===== src/rtl/stepper_pkg.sv =====
// Shared definitions for the multi-channel stepper pulse generator.
package stepper_pkg;

   // Per-channel FSM encoding
   localparam logic [2:0] StIdle   = 3'd0;
   localparam logic [2:0] StSetup  = 3'd1;
   localparam logic [2:0] StHi     = 3'd2;
   localparam logic [2:0] StLo     = 3'd3;
   localparam logic [2:0] StFinish = 3'd4;

   localparam int unsigned DefPulseW   = 2;
   localparam int unsigned DefDirSetup = 1;

   // LSB index of channel ch inside a packed bus of w-bit fields
   function automatic int unsigned slice_lsb(input int unsigned ch, input int unsigned w);
      return ch * w;
   endfunction

endpackage


===== src/rtl/stepper_channel.sv =====
// Single stepper channel: command latch, step timing FSM and signed position counter.
module stepper_channel
   import stepper_pkg::*;
#(
   parameter int unsigned CNT_W     = 32,
   parameter int unsigned POS_W     = 32,
   parameter int unsigned PULSE_W   = DefPulseW,
   parameter int unsigned DIR_SETUP = DefDirSetup
) (
   input  logic             clk_i,
   input  logic             rst_ni,
   input  logic             start_i,
   input  logic             dir_i,
   input  logic [CNT_W-1:0] num_steps_i,
   input  logic [CNT_W-1:0] step_period_i,
   input  logic             abort_i,
   input  logic             zero_pos_i,
   output logic             step_o,
   output logic             dir_o,
   output logic             busy_o,
   output logic             done_o,
   output logic             aborted_o,
   output logic [POS_W-1:0] position_o
);

   localparam logic [CNT_W-1:0] CntOne    = CNT_W'(1);
   localparam logic [CNT_W-1:0] PulseW    = CNT_W'(PULSE_W);
   localparam logic [CNT_W-1:0] MinPeriod = CNT_W'(PULSE_W + 1);
   localparam logic [CNT_W-1:0] SetupLd   = CNT_W'(DIR_SETUP - 1);
   localparam logic [CNT_W-1:0] HiLd      = CNT_W'(PULSE_W - 1);
   localparam logic [POS_W-1:0] PosOne    = POS_W'(1);

   logic [2:0]       state_q, state_d;
   logic [CNT_W-1:0] rem_q, rem_d;       // steps still to be issued
   logic [CNT_W-1:0] ph_q, ph_d;         // cycles left in current phase, minus one
   logic [CNT_W-1:0] lo_len_q, lo_len_d; // LO phase length, always >= 1
   logic             dir_q, dir_d;
   logic             ab_pend_q, ab_pend_d; // abort seen during HI, honoured at HI end
   logic             ab_q, ab_d;           // current FINISH was caused by abort
   logic [POS_W-1:0] pos_q, pos_d;
   logic             step_rise;
   logic [CNT_W-1:0] eff_period;

   // Clamp the period so the LO phase is never empty
   always_comb begin
      eff_period = (step_period_i < MinPeriod) ? MinPeriod : step_period_i;
   end

   // Next-state logic for the step sequencer
   always_comb begin
      state_d   = state_q;
      rem_d     = rem_q;
      ph_d      = ph_q;
      lo_len_d  = lo_len_q;
      dir_d     = dir_q;
      ab_pend_d = ab_pend_q;
      ab_d      = ab_q;
      step_rise = 1'b0;
      case (state_q)
         StIdle: begin
            ab_d      = 1'b0;
            ab_pend_d = 1'b0;
            if (start_i) begin
               dir_d    = dir_i;
               rem_d    = num_steps_i;
               lo_len_d = eff_period - PulseW;
               ph_d     = SetupLd;
               state_d  = (num_steps_i == '0) ? StFinish : StSetup;
            end
         end
         StSetup: begin
            if (abort_i) begin
               ab_d    = 1'b1;
               state_d = StFinish;
            end else if (ph_q == '0) begin
               state_d   = StHi;
               ph_d      = HiLd;
               rem_d     = rem_q - CntOne;
               step_rise = 1'b1;
            end else begin
               ph_d = ph_q - CntOne;
            end
         end
         StHi: begin
            if (abort_i) begin
               ab_pend_d = 1'b1;
            end
            if (ph_q == '0) begin
               if (abort_i || ab_pend_q) begin
                  ab_d    = 1'b1;
                  state_d = StFinish;
               end else begin
                  state_d = StLo;
                  ph_d    = lo_len_q - CntOne;
               end
            end else begin
               ph_d = ph_q - CntOne;
            end
         end
         StLo: begin
            if (abort_i) begin
               ab_d    = 1'b1;
               state_d = StFinish;
            end else if (ph_q == '0) begin
               if (rem_q == '0) begin
                  state_d = StFinish;
               end else begin
                  state_d   = StHi;
                  ph_d      = HiLd;
                  rem_d     = rem_q - CntOne;
                  step_rise = 1'b1;
               end
            end else begin
               ph_d = ph_q - CntOne;
            end
         end
         StFinish: begin
            state_d = StIdle;
         end
         default: begin
            state_d = StIdle;
         end
      endcase
   end

   // Position: clear has priority over a coincident step
   always_comb begin
      pos_d = pos_q;
      if (zero_pos_i) begin
         pos_d = '0;
      end else if (step_rise) begin
         pos_d = dir_q ? (pos_q + PosOne) : (pos_q - PosOne);
      end
   end

   // State registers
   always_ff @(posedge clk_i or negedge rst_ni) begin
      if (!rst_ni) begin
         state_q   <= StIdle;
         rem_q     <= '0;
         ph_q      <= '0;
         lo_len_q  <= '0;
         dir_q     <= 1'b0;
         ab_pend_q <= 1'b0;
         ab_q      <= 1'b0;
         pos_q     <= '0;
      end else begin
         state_q   <= state_d;
         rem_q     <= rem_d;
         ph_q      <= ph_d;
         lo_len_q  <= lo_len_d;
         dir_q     <= dir_d;
         ab_pend_q <= ab_pend_d;
         ab_q      <= ab_d;
         pos_q     <= pos_d;
      end
   end

   // Outputs decode directly from registered state
   always_comb begin
      step_o     = (state_q == StHi);
      busy_o     = (state_q == StSetup) || (state_q == StHi) || (state_q == StLo);
      done_o     = (state_q == StFinish);
      aborted_o  = (state_q == StFinish) && ab_q;
      dir_o      = dir_q;
      position_o = pos_q;
   end

endmodule


===== src/rtl/stepper_multi_controller.sv =====
// N-channel stepper pulse generator: independent channels on one clock, packed buses.
module stepper_multi_controller
   import stepper_pkg::*;
#(
   parameter int unsigned NUM_CH    = 2,
   parameter int unsigned CNT_W     = 32,
   parameter int unsigned POS_W     = 32,
   parameter int unsigned PULSE_W   = DefPulseW,
   parameter int unsigned DIR_SETUP = DefDirSetup
) (
   input  logic                    clock,
   input  logic                    reset,
   input  logic [NUM_CH-1:0]       start,
   input  logic [NUM_CH-1:0]       dir_in,
   input  logic [NUM_CH*CNT_W-1:0] num_steps,
   input  logic [NUM_CH*CNT_W-1:0] step_period,
   input  logic [NUM_CH-1:0]       abort,
   input  logic [NUM_CH-1:0]       zero_pos,
   output logic [NUM_CH-1:0]       step_out,
   output logic [NUM_CH-1:0]       dir_out,
   output logic [NUM_CH-1:0]       busy,
   output logic [NUM_CH-1:0]       done,
   output logic [NUM_CH-1:0]       aborted,
   output logic [NUM_CH*POS_W-1:0] position
);

   for (genvar g = 0; g < NUM_CH; g++) begin : g_ch
      localparam int unsigned CLsb = slice_lsb(g, CNT_W);
      localparam int unsigned PLsb = slice_lsb(g, POS_W);

      stepper_channel #(
         .CNT_W     (CNT_W),
         .POS_W     (POS_W),
         .PULSE_W   (PULSE_W),
         .DIR_SETUP (DIR_SETUP)
      ) u_ch (
         .clk_i         (clock),
         .rst_ni        (reset),
         .start_i       (start[g]),
         .dir_i         (dir_in[g]),
         .num_steps_i   (num_steps[CLsb +: CNT_W]),
         .step_period_i (step_period[CLsb +: CNT_W]),
         .abort_i       (abort[g]),
         .zero_pos_i    (zero_pos[g]),
         .step_o        (step_out[g]),
         .dir_o         (dir_out[g]),
         .busy_o        (busy[g]),
         .done_o        (done[g]),
         .aborted_o     (aborted[g]),
         .position_o    (position[PLsb +: POS_W])
      );
   end

endmodule


===== config.mk =====
export PLATFORM = sky130hd
export DESIGN_NAME = stepper_multi_controller
export DESIGN_NICKNAME = d
export VERILOG_FILES = /design/src/rtl/stepper_pkg.sv /design/src/rtl/stepper_channel.sv /design/src/rtl/stepper_multi_controller.sv
export SDC_FILE = /design/constraint.sdc
export NUM_CORES = 1
export LEC_CHECK = 0
export BUFFER_PORTS_ARGS = -buffer_cell sky130_fd_sc_hd__buf_2
export CAP_MARGIN = 20
export CELL_PAD_IN_SITES_DETAIL_PLACEMENT = 1
export CELL_PAD_IN_SITES_GLOBAL_PLACEMENT = 1
export CORE_ASPECT_RATIO = 0.5
export CORE_MARGIN = 2
export CORE_UTILIZATION = 45
export DETAILED_ROUTE_END_ITERATION = 12
export PLACE_DENSITY = 0.87
export SLEW_MARGIN = 20
export SYNTH_ARGS = -nofsm -noshare
export SYNTH_HDL_FRONTEND = slang
export SYNTH_SLANG_ARGS = --single-unit

===== constraint.sdc =====
create_clock -name clock -period 4.85 [get_ports clock]
set_input_delay 0.2425 -clock clock [delete_from_list [all_inputs] [get_ports clock]]
set_output_delay 0.2425 -clock clock [all_outputs]
set_load 0.005 [all_outputs]

==> impl_metrics.env, run 1 <==
export IMPL_crit_end="g_ch[1].u_ch.ph_q[11]$_DFFE_PN0P_"
export IMPL_hold_viol_final=0
export IMPL_hold_path_class="in2reg"
export IMPL_cp_num_cells=10
export IMPL_maxCapViolCount=0
export IMPL_antenna_found_initial=2
export IMPL_gp_congestion=0.874
export IMPL_syn_area_mm2=0.0189
export IMPL_synthFlopType="dfrtp_1"
export IMPL_die_w_um=294
export IMPL_startpoint_type="flop"
export IMPL_synth_top_family_by_area="simple AND/OR/NAND/NOR gates"
export IMPL_die_h_um=149
export IMPL_power_density_mw_per_mm2=606
export IMPL_pre_cts_slack_ns=0.806
export IMPL_worst_path_buf_inv=1
export IMPL_synth_area_per_cell_um2=7.90
export IMPL_wirelength_mm=63.7
export IMPL_crit_type="reg2reg"
export IMPL_rsz0062_at_grt="false"
export IMPL_layout_common_cells="o21ai_0 (281), dfrtp_1 (268), nand2_1 (264)"
export IMPL_post_cts_buffers=0
export IMPL_ios=212
export IMPL_tns_ns=0
export IMPL_setup_viol=0
export IMPL_status="finished, final reports clean"
export IMPL_max_clock_path_buffers=3
export IMPL_grt_max_degree=101
export IMPL_port_buffers=211
export IMPL_ctsHoldBuffers=55
export IMPL_cts_sinks=268
export IMPL_yosysSeqAreaShare_pct=35.5
export IMPL_hpwl_mm=44.2
export IMPL_area_delta_synth_final_pct=16.1
export IMPL_drtPass1Iterations=5
export IMPL_fin_area_mm2=0.0219
export IMPL_arrival_ns=4.56
export IMPL_placed_area_mm2=0.0204
export IMPL_overflow=0
export IMPL_yosysWarnings=0
export IMPL_fin_crit_ns=4.07
export IMPL_cts_root_buffer="clkbuf_16"
export IMPL_first_iter_violations=1110
export IMPL_track_usage_pct=28.6
export IMPL_ys_seq_elements=268
export IMPL_crit_fanout=45
export IMPL_final_common_cell="o21ai_0"
export IMPL_async_reset_ff_share_pct=100
export IMPL_setup_ws_ns=0.780
export IMPL_clk_latency_ns=0.58
export IMPL_clock_fmax_mhz=246
export IMPL_timing_rr_end="g_ch[1].u_ch.ph_q[11]$_DFFE_PN0P_"
export IMPL_cts_tree="built"
export IMPL_grt_pass1_wl_mm=103
export IMPL_syn_inst=2391
export IMPL_dr_wl_met3_mm=2.24
export IMPL_rrSetupSlack_ns=0.78
export IMPL_synth_compound_area_share_pct=23.0
export IMPL_r2r_start="g_ch[1].u_ch.rem_q[8]$_DFFE_PN0P_"
export IMPL_top_layer="met4"
export IMPL_synth_xor_area_share_pct=7.70
export IMPL_cp_end_kind="flop"
export IMPL_routedLengthMet1_mm=28.8
export IMPL_dieArea_mm2=0.0437
export IMPL_synthAdderAreaFrac_pct=5.11
export IMPL_synth_edf_count=0
export IMPL_cts_buffers=28
export IMPL_post_drt_wl_per_cell_um=20.2
export IMPL_clock_skew_ns=0.0201
export IMPL_ctsResizeCount=0
export IMPL_muxShareOfSynthArea_pct=0.378
export IMPL_vias=19171
export IMPL_whs_ns=0.00810
export IMPL_path_cells="or4_1 > or3_1 > nor3_2 > nand2b_1 > nor3_2 > a21oi_1 > o21ai_4 > buf_4 > o21ai_0 > o21ai_0"
export IMPL_cts_clk_slew_worst_paths_ns=0.07
export IMPL_h_tree_depth=1
export IMPL_drtAntennaViolNets=0
export IMPL_cp_top_family="simple AND/OR/NAND/NOR gates"
export IMPL_nFillCells=5084
export IMPL_routed_via_density=6.06
export IMPL_worst_r2r_path_depth=10
export IMPL_leakagePower_uw=0.00949
export IMPL_nNetsFinal=2816
export IMPL_cp_startpoint="g_ch[1].u_ch.rem_q[8]$_DFFE_PN0P_"
export IMPL_core_area_mm2=0.0409
export IMPL_placementRows=52
export IMPL_slowest_stage="o21ai_4"
export IMPL_dr_wl_met2_mm=30.3
export IMPL_slowest_delay_ns=0.84
export IMPL_slew_headroom_pct=27.3
export IMPL_yosys_area_share_simple_pct=24.5
export IMPL_ys_types=77
export IMPL_drcViolationCount=0
export IMPL_post_route_period_util_pct=83.9
export IMPL_drive_gt1_share_pct=12.7
export IMPL_slew_viol_final=0
export IMPL_initial_core_util_pct=46.1
export IMPL_synthesis_nets=2605
export IMPL_worst_ep_required_time_ns=5.34
export IMPL_worst_pin_slew_ns=1.08
export IMPL_grt_pass1_vias=19599
export IMPL_peakVddDrop_mv=0.311
power breakdown:
part	internal [uW]	switching, uW
logic	2460	4540
clock network	1310	1000
registers	3040	943
layer usage:
metal  global-route usage [%]  vias to the layer above
met5                        0                        -
met4                     10.8                        0
met3                     4.07                      155
met2                     48.3                      416
met1                     37.4                     9536
li1                         -                     9064
state kept, by name (all words and copies together) (netlist names):
name and count:
g_ch.u_ch.lo_len_q 64, g_ch.u_ch.ph_q 64, g_ch.u_ch.position_o 64, g_ch.u_ch.rem_q 64, g_ch.u_ch.state_q 6, g_ch.u_ch.ab_pend_q 2, g_ch.u_ch.ab_q 2, g_ch.u_ch.dir_o 2
synth_stat cells (all sizes together) (60+ instances only):
| library cell | n | share of area (%) |
|---|---|---|
| o21ai | 292 | 7.8 |
| dfrtp | 268 | 36 |
| nand2 | 268 | 5.4 |
| nor2 | 246 | 4.9 |
| a21oi | 243 | 6.4 |
| nor3 | 120 | 3.3 |
| xnor2 | 95 | 4.4 |
| clkbuf | 84 | 1.7 |
| nor4 | 81 | 2.8 |
| ha | 74 | 4.9 |
| xor2 | 71 | 3.3 |
| inv | 60 | 1.2 |
final cells by class:
cell class / instances / area, um2 / share of cell area, %
multi-input cells: 1949 / 11500 / 52.5
flip-flops and latches: 268 / 6710 / 30.6
repair buffers: 295 / 1850 / 8.44
clock buffers: 37 / 795 / 3.62
well taps: 540 / 676 / 3.08
inverters: 60 / 225 / 1.03
clock inverters: 12 / 155 / 0.707
diodes: 2 / 5.00 / 0.0228
worst reg2reg max path: stages (launching register included):
cell and delay (ns):
dfrtp_1 0.45, or4_1 0.63, or3_1 0.40, nor3_2 0.15, nand2b_1 0.14, nor3_2 0.49, a21oi_1 0.30, o21ai_4 0.84
buf_4 0.36, o21ai_0 0.13, o21ai_0 0.10
cell families after synthesis:
group,Yosys count
compound gates,752
buf+inv,174
flops,268
simple gates,948
fa+ha+maj,76
xor+xnor,166
mux,7
worst min path at each step:
stage	end	slack (ns)	startpoint	depth (start not counted)
after floorplan	g_ch[0].u_ch.ab_pend_q$_DFFE_PN0P_	-0.05	reset	0
after detailed placement	g_ch[1].u_ch.lo_len_q[11]$_DFFE_PN0P_	0.34	reset	1
final	g_ch[0].u_ch.lo_len_q[25]$_DFFE_PN0P_	0.008	step_period[25]	3
after global routing	g_ch[0].u_ch.lo_len_q[19]$_DFFE_PN0P_	0.01	step_period[19]	3
after CTS	g_ch[0].u_ch.lo_len_q[25]$_DFFE_PN0P_	0.0002	step_period[25]	3
after global placement	g_ch[1].u_ch.lo_len_q[11]$_DFFE_PN0P_	0.34	reset	1
metrics by stage:
step                total power [uW]  utilization, %  instances
floorplan                       8730               -       2391
global placement               10400            49.9       3056
detailed placement             10700            49.9       3056
CTS                            13200            53.5       3160
global route                   14400            53.6       3163
finish                         13300            53.6       3163
No activity file was read; power rests on OpenSTA's default activity.
==> run 2, diff against run 1 <==
CORE_UTILIZATION = 40   (was 45)
PLACE_DENSITY = 0.82   (was 0.87)
clock period = 3.3 ns   (was 4.85 ns; I/O delays follow)
==> run 2 against run 1 <==
Compared with the run above:
- combinational power rose by 67%
- via count rose by 7.1%
- clock skew rose by 0.020 ns
- clock-buffer cell count rose by 6
- final area rose by 9.5%
- routed wire length rose by 13%
- register-to-register slack got worse by 0.74 ns
- flip-flop and latch count did not move
- die area rose by 12%
- setup slack got worse by 0.74 ns
- sequential power rose by 49%
- critical path type unchanged
- largest power group unchanged
==> impl_metrics.env, run 2 (synthesis gave the netlist of run 1 again) <==
export IMPL_hpwl_mm=45.7
export IMPL_clock_skew_ns=0.0401
export IMPL_core_area_mm2=0.0467
export IMPL_grt_pass1_wl_mm=114
export IMPL_peakVddDrop_mv=0.491
export IMPL_cts_buffers=29
export IMPL_numPlacedInstances=3230
export IMPL_placementRows=56
export IMPL_fin_crit_ns=3.26
export IMPL_final_common_cell="o21ai_0"
export IMPL_cts_clk_slew_worst_paths_ns=0.08
export IMPL_cts_tree="built"
export IMPL_path_cells="or4_4 > or3_4 > or3_4 > or4_4 > inv_1 > nand2_4 > nor3_4 > xnor2_2 > a21boi_0 > o22a_1"
export IMPL_h_tree_depth=1
export IMPL_slew_headroom_pct=25.9
export IMPL_grt_pass1_vias=21231
export IMPL_cts_sinks=268
export IMPL_area_delta_synth_final_pct=27.2
export IMPL_drcViolationCount=0
export IMPL_hold_path_class="in2reg"
export IMPL_port_buffers=211
export IMPL_final_cells=3433
export IMPL_fin_area_mm2=0.0240
export IMPL_nNetsFinal=2976
export IMPL_arrival_ns=3.76
export IMPL_layout_common_cells="o21ai_0 (273), dfrtp_1 (265), nand2_1 (261)"
export IMPL_grt_max_degree=88
export IMPL_power_density_mw_per_mm2=885
export IMPL_worst_ep_required_time_ns=3.80
export IMPL_startpoint_type="flop"
export IMPL_cp_end_kind="flop"
export IMPL_routed_via_density=5.98
export IMPL_overflow=0
export IMPL_postLayoutCoreUtil_pct=51.4
export IMPL_dieArea_mm2=0.0491
export IMPL_hold_viol_final=0
export IMPL_initial_core_util_pct=40.4
export IMPL_slew_viol_final=0
export IMPL_placed_area_mm2=0.0212
export IMPL_worst_pin_slew_ns=1.11
export IMPL_antenna_found_initial=11
export IMPL_first_iter_violations=1422
export IMPL_setup_viol=0
export IMPL_max_clock_path_buffers=3
export IMPL_cts_root_buffer="clkbuf_16"
export IMPL_vias=20538
export IMPL_nFillCells=5693
export IMPL_track_usage_pct=28.3
export IMPL_crit_fanout=4
export IMPL_drtAntennaViolNets=0
export IMPL_drtPass1Iterations=5
export IMPL_ios=212
export IMPL_maxCapViolCount=0
export IMPL_gp_congestion=0.890
export IMPL_rsz0062_at_grt="true"
export IMPL_die_w_um=311
export IMPL_clock_fmax_mhz=307
export IMPL_slowest_stage="or4_4"
export IMPL_slowest_delay_ns=0.57
export IMPL_leakagePower_uw=0.0105
export IMPL_wirelength_mm=72.3
export IMPL_finalPower_uw=21300
export IMPL_crit_type="reg2reg"
export IMPL_post_route_period_util_pct=98.8
export IMPL_die_h_um=158
export IMPL_drive_gt1_share_pct=16.7
export IMPL_post_drt_wl_per_cell_um=21.1
export IMPL_clk_latency_ns=0.61
export IMPL_status="finished, final reports clean"
-- run 2: power breakdown --
group	switching (uW)	internal, uW
clock	1580	2080
combinational	7220	4450
sequential	1460	4470
total	10300	11000
-- run 2: metrics by stage --
stage / hold WS (ns) / setup slack (ns) / TNS (ns)
2_1_floorplan: -0.131 / -0.0456 / -0.0693
3_3_place_gp: 0.239 / 0.0348 / 0
3_5_place_dp: 0.239 / -0.115 / -0.571
4_1_cts: 0.00381 / 0.0259 / 0
5_1_grt: 0.0210 / -0.0521 / -0.187
6_report: 0.0118 / 0.0387 / 0
-- run 2: path summary, 6_finish.rpt --
check                                                 startpoint                               endpoint  cells past startpoint  slack (ns)
min in group asynchronous                                  reset   g_ch[1].u_ch.lo_len_q[6]$_DFFE_PN0P_                      2        0.19
setup reg to reg           g_ch[1].u_ch.lo_len_q[12]$_DFFE_PN0P_      g_ch[1].u_ch.ph_q[31]$_DFFE_PN0P_                     10        0.04
hold / removal                                   step_period[14]  g_ch[0].u_ch.lo_len_q[14]$_DFFE_PN0P_                      3        0.01
setup / recovery           g_ch[1].u_ch.lo_len_q[12]$_DFFE_PN0P_      g_ch[1].u_ch.ph_q[31]$_DFFE_PN0P_                     10        0.04
hold reg to reg               g_ch[1].u_ch.rem_q[26]$_DFFE_PN0P_     g_ch[1].u_ch.rem_q[26]$_DFFE_PN0P_                      2        0.49
max in group asynchronous                                  reset  g_ch[0].u_ch.lo_len_q[21]$_DFFE_PN0P_                      3        2.16
-- run 2: cell type report --
cell class / instances / area (um2) / share of cell area, %
tap: 638 / 798 / 3.32
clock buffer: 43 / 878 / 3.66
inverter: 60 / 233 / 0.969
antenna: 11 / 27.5 / 0.115
sequential: 268 / 6710 / 27.9
timing repair buffer: 454 / 3400 / 14.2
clock inverter: 10 / 146 / 0.609
multi-input combinational: 1949 / 11800 / 49.2
-- run 2: critical path, delay by kind of cell (launching register included) --
family / cells / cell delay [ns]
DFF: 1 / 0.43
AOI/OAI and AO/OA: 2 / 0.32
xor gates and xnor gates: 1 / 0.15
and+or+nand+nor: 6 / 2.14
buffers and inverters: 1 / 0.12
-- run 2: what timing repair did --
| action | 4_1_cts | 5_1_grt |
|---|---|---|
| pin swaps | 0 | 12 |
| gates resized for setup | 8 | 71 |
| hold endpoints to repair | 214 | 0 |
| hold buffers | 137 | 0 |
| setup endpoints to repair | 12 | 160 |
| gates cloned | 0 | 1 |
| buffers inserted | 2 | 7 |
-- run 2: routing by layer --
metal / vias to the layer above / global-route usage (%) / wire [um]
li1: 9383 / - / -
met1: 10254 / 35.2 / 30500
met2: 631 / 48.8 / 34900
met3: 266 / 3.58 / 3000
met4: 4 / 14.2 / 3860
met5: - / 0 / 28
==> run 3, diff against run 2 <==
CELL_PAD_IN_SITES_DETAIL_PLACEMENT = unset   (was 1)
CELL_PAD_IN_SITES_GLOBAL_PLACEMENT = unset   (was 1)
CORE_UTILIZATION = 49   (was 40)
PLACE_DENSITY = 0.76   (was 0.82)
==> run 3 against run 2 <==
Compared with the run above:
- routed wire length down 21%
- sequential share of layout area grew 0.65 points
- highest routed layer is now met4
- via count down 4.9%
- clock-buffer cell count shrank 4
- clock power shrank 14%
- first-iteration DRC count is 18% higher
- flip-flop and latch count is the same
- critical path depth unchanged
- hold slack improved by 0.011 ns
==> impl_metrics.env, run 3 (synthesis gave the netlist of run 1 again) <==
export IMPL_timing_rr_end="g_ch[1].u_ch.ph_q[31]$_DFFE_PN0P_"
export IMPL_grt_pass1_vias=18260
export IMPL_tns_ns=0
export IMPL_peakVddDrop_mv=0.509
export IMPL_hpwl_mm=38.7
export IMPL_power_density_mw_per_mm2=837
export IMPL_clk_latency_ns=0.56
export IMPL_clock_skew_ns=0.0261
export IMPL_grt_pass1_wl_mm=91.7
export IMPL_cp_end_kind="flop"
export IMPL_crit_fanout=5
export IMPL_vias=19534
export IMPL_setup_viol=0
export IMPL_drtAntennaViolNets=0
export IMPL_placed_area_mm2=0.0210
export IMPL_crit_type="reg2reg"
export IMPL_grt_max_degree=100
export IMPL_overflow=0
export IMPL_hp_start="step_period[40]"
export IMPL_hold_path_class="in2reg"
export IMPL_hold_end="g_ch[1].u_ch.lo_len_q[8]$_DFFE_PN0P_"
export IMPL_rrSetupSlack_ns=0.07
export IMPL_port_buffers=211
export IMPL_dieArea_mm2=0.0402
export IMPL_gp_congestion=0.921
export IMPL_drtPass1Iterations=5
export IMPL_die_h_um=143
export IMPL_startpoint_type="flop"
export IMPL_drive_gt1_share_pct=16.0
export IMPL_h_tree_depth=1
export IMPL_first_iter_violations=1671
export IMPL_slew_headroom_pct=30.4
export IMPL_die_w_um=282
export IMPL_numPlacedInstances=3108
export IMPL_status="finished, final reports clean"
export IMPL_ios=212
export IMPL_cts_root_buffer="clkbuf_16"
export IMPL_routed_via_density=5.93
export IMPL_antenna_found_initial=4
export IMPL_cts_sinks=268
export IMPL_area_delta_synth_final_pct=24.3
export IMPL_layout_common_cells="o21ai_0 (274), dfrtp_1 (266), nand2_1 (264)"
export IMPL_drcViolationCount=0
export IMPL_cts_clk_slew_worst_paths_ns=0.07
export IMPL_r2r_start="g_ch[1].u_ch.lo_len_q[10]$_DFFE_PN0P_"
export IMPL_wirelength_mm=57.2
export IMPL_post_route_period_util_pct=97.9
export IMPL_maxCapViolCount=0
export IMPL_final_cells=3293
export IMPL_core_area_mm2=0.0377
export IMPL_placementRows=50
export IMPL_clock_fmax_mhz=310
export IMPL_cts_tree="built"
export IMPL_worst_r2r_path_depth=10
export IMPL_leakagePower_uw=0.0102
export IMPL_cts_buffers=27
export IMPL_post_drt_wl_per_cell_um=17.4
export IMPL_slew_viol_final=0
export IMPL_hold_viol_final=0
export IMPL_min_delay_path_depth=3
export IMPL_arrival_ns=3.68
export IMPL_max_clock_path_buffers=3
export IMPL_final_common_cell="o21ai_0"
export IMPL_worst_pin_slew_ns=1.04
export IMPL_fin_crit_ns=3.23
export IMPL_worst_ep_required_time_ns=3.75
export IMPL_track_usage_pct=27.7
export IMPL_initial_core_util_pct=50.1
export IMPL_nNetsFinal=2963
export IMPL_fin_area_mm2=0.0235
==> run 3: changes by cell type in the layout (fill, tap and decap cells not counted), sizes merged, moves of 2 or more <==
cell	delta
diode	-6
buf	-5
clkbuf	-5
dlygate4sd3	-3
bufinv	-2
dlymetal6s4s	-2
==> run 3: what timing repair did <==
item                       4_1_cts  5_1_grt
cloned                           0        1
setup buffers                    0        6
hold buffers                   132        0
gates resized for setup          4       56
hold endpoints to repair       222        0
pin swaps                        0       13
setup endpoints to repair        2      158
==> run 3: area by class of cell <==
class	count	area, um2
multi-input cells	1949	11700
well taps	520	651
diodes	5	12.5
repair buffers	442	3240
clock inverters	9	76.3
inverters	60	233
flip-flops and latches	268	6710
clock buffers	39	801
fillers	3197	14200
repair inverters	1	7.51
==> run 3: layer usage <==
layer / share of wire [%] / wire [um] / track usage [%] / vias up
met2: 46 / 26100 / 44.5 / 730
met4: 4.5 / 2560 / 12.1 / 0
met1: 44 / 25400 / 37.3 / 9224
met5: 0 / 0 / 0 / -
met3: 5.4 / 3100 / 4.01 / 201
li1: - / - / - / 9379
==> run 3: worst max path at each step <==
stage	startpoint	endpoint	slack, ns	cells past startpoint
finish	g_ch[1].u_ch.lo_len_q[10]$_DFFE_PN0P_	g_ch[1].u_ch.ph_q[31]$_DFFE_PN0P_	0.07	10
global route	g_ch[0].u_ch.dir_o$_DFFE_PN0P_	g_ch[0].u_ch.position_o[30]$_DFFE_PN0P_	-0.03	13
CTS	g_ch[0].u_ch.rem_q[19]$_DFFE_PN0P_	g_ch[0].u_ch.rem_q[0]$_DFFE_PN0P_	0.007	10
detailed placement	g_ch[0].u_ch.dir_o$_DFFE_PN0P_	g_ch[0].u_ch.position_o[30]$_DFFE_PN0P_	-0.008	12
global placement	g_ch[1].u_ch.dir_o$_DFFE_PN0P_	g_ch[1].u_ch.position_o[31]$_DFFE_PN0P_	0.08	13
floorplan	g_ch[1].u_ch.dir_o$_DFFE_PN0P_	g_ch[1].u_ch.position_o[31]$_DFFE_PN0P_	-0.05	12
==> run 3: through the flow <==
step / utilization [%] / setup WS, ns / hold slack, ns / total power, uW
5_1_grt: 62.3 / -0.0332 / 0.0340 / 21200
3_3_place_gp: 55.8 / 0.0841 / 0.266 / 15600
4_1_cts: 61.7 / 0.00676 / 0.00977 / 19200
2_1_floorplan: - / -0.0456 / -0.131 / 12900
6_report: 62.3 / 0.0697 / 0.0230 / 19600
3_5_place_dp: 55.8 / -0.00774 / 0.266 / 15900
==> run 3: power by group <==
group / leakage (uW) / internal (uW) / switching (uW) / total [uW]
logic: 0.00634 / 4230 / 6480 / 10700
clock network: 0.000437 / 1760 / 1370 / 3130
registers: 0.00347 / 4470 / 1330 / 5800
total: 0.0102 / 10500 / 9190 / 19600
==> run 3: critical path, stage by stage, from the launching register on <==
cell and delay (ns):
dfrtp_2 0.44, or4_4 0.54, or3_4 0.36, or3_4 0.35
or4_4 0.53, inv_1 0.09, nand2_2 0.09, nor3_2 0.16
xnor2_1 0.20, a21boi_0 0.16, o22a_1 0.20
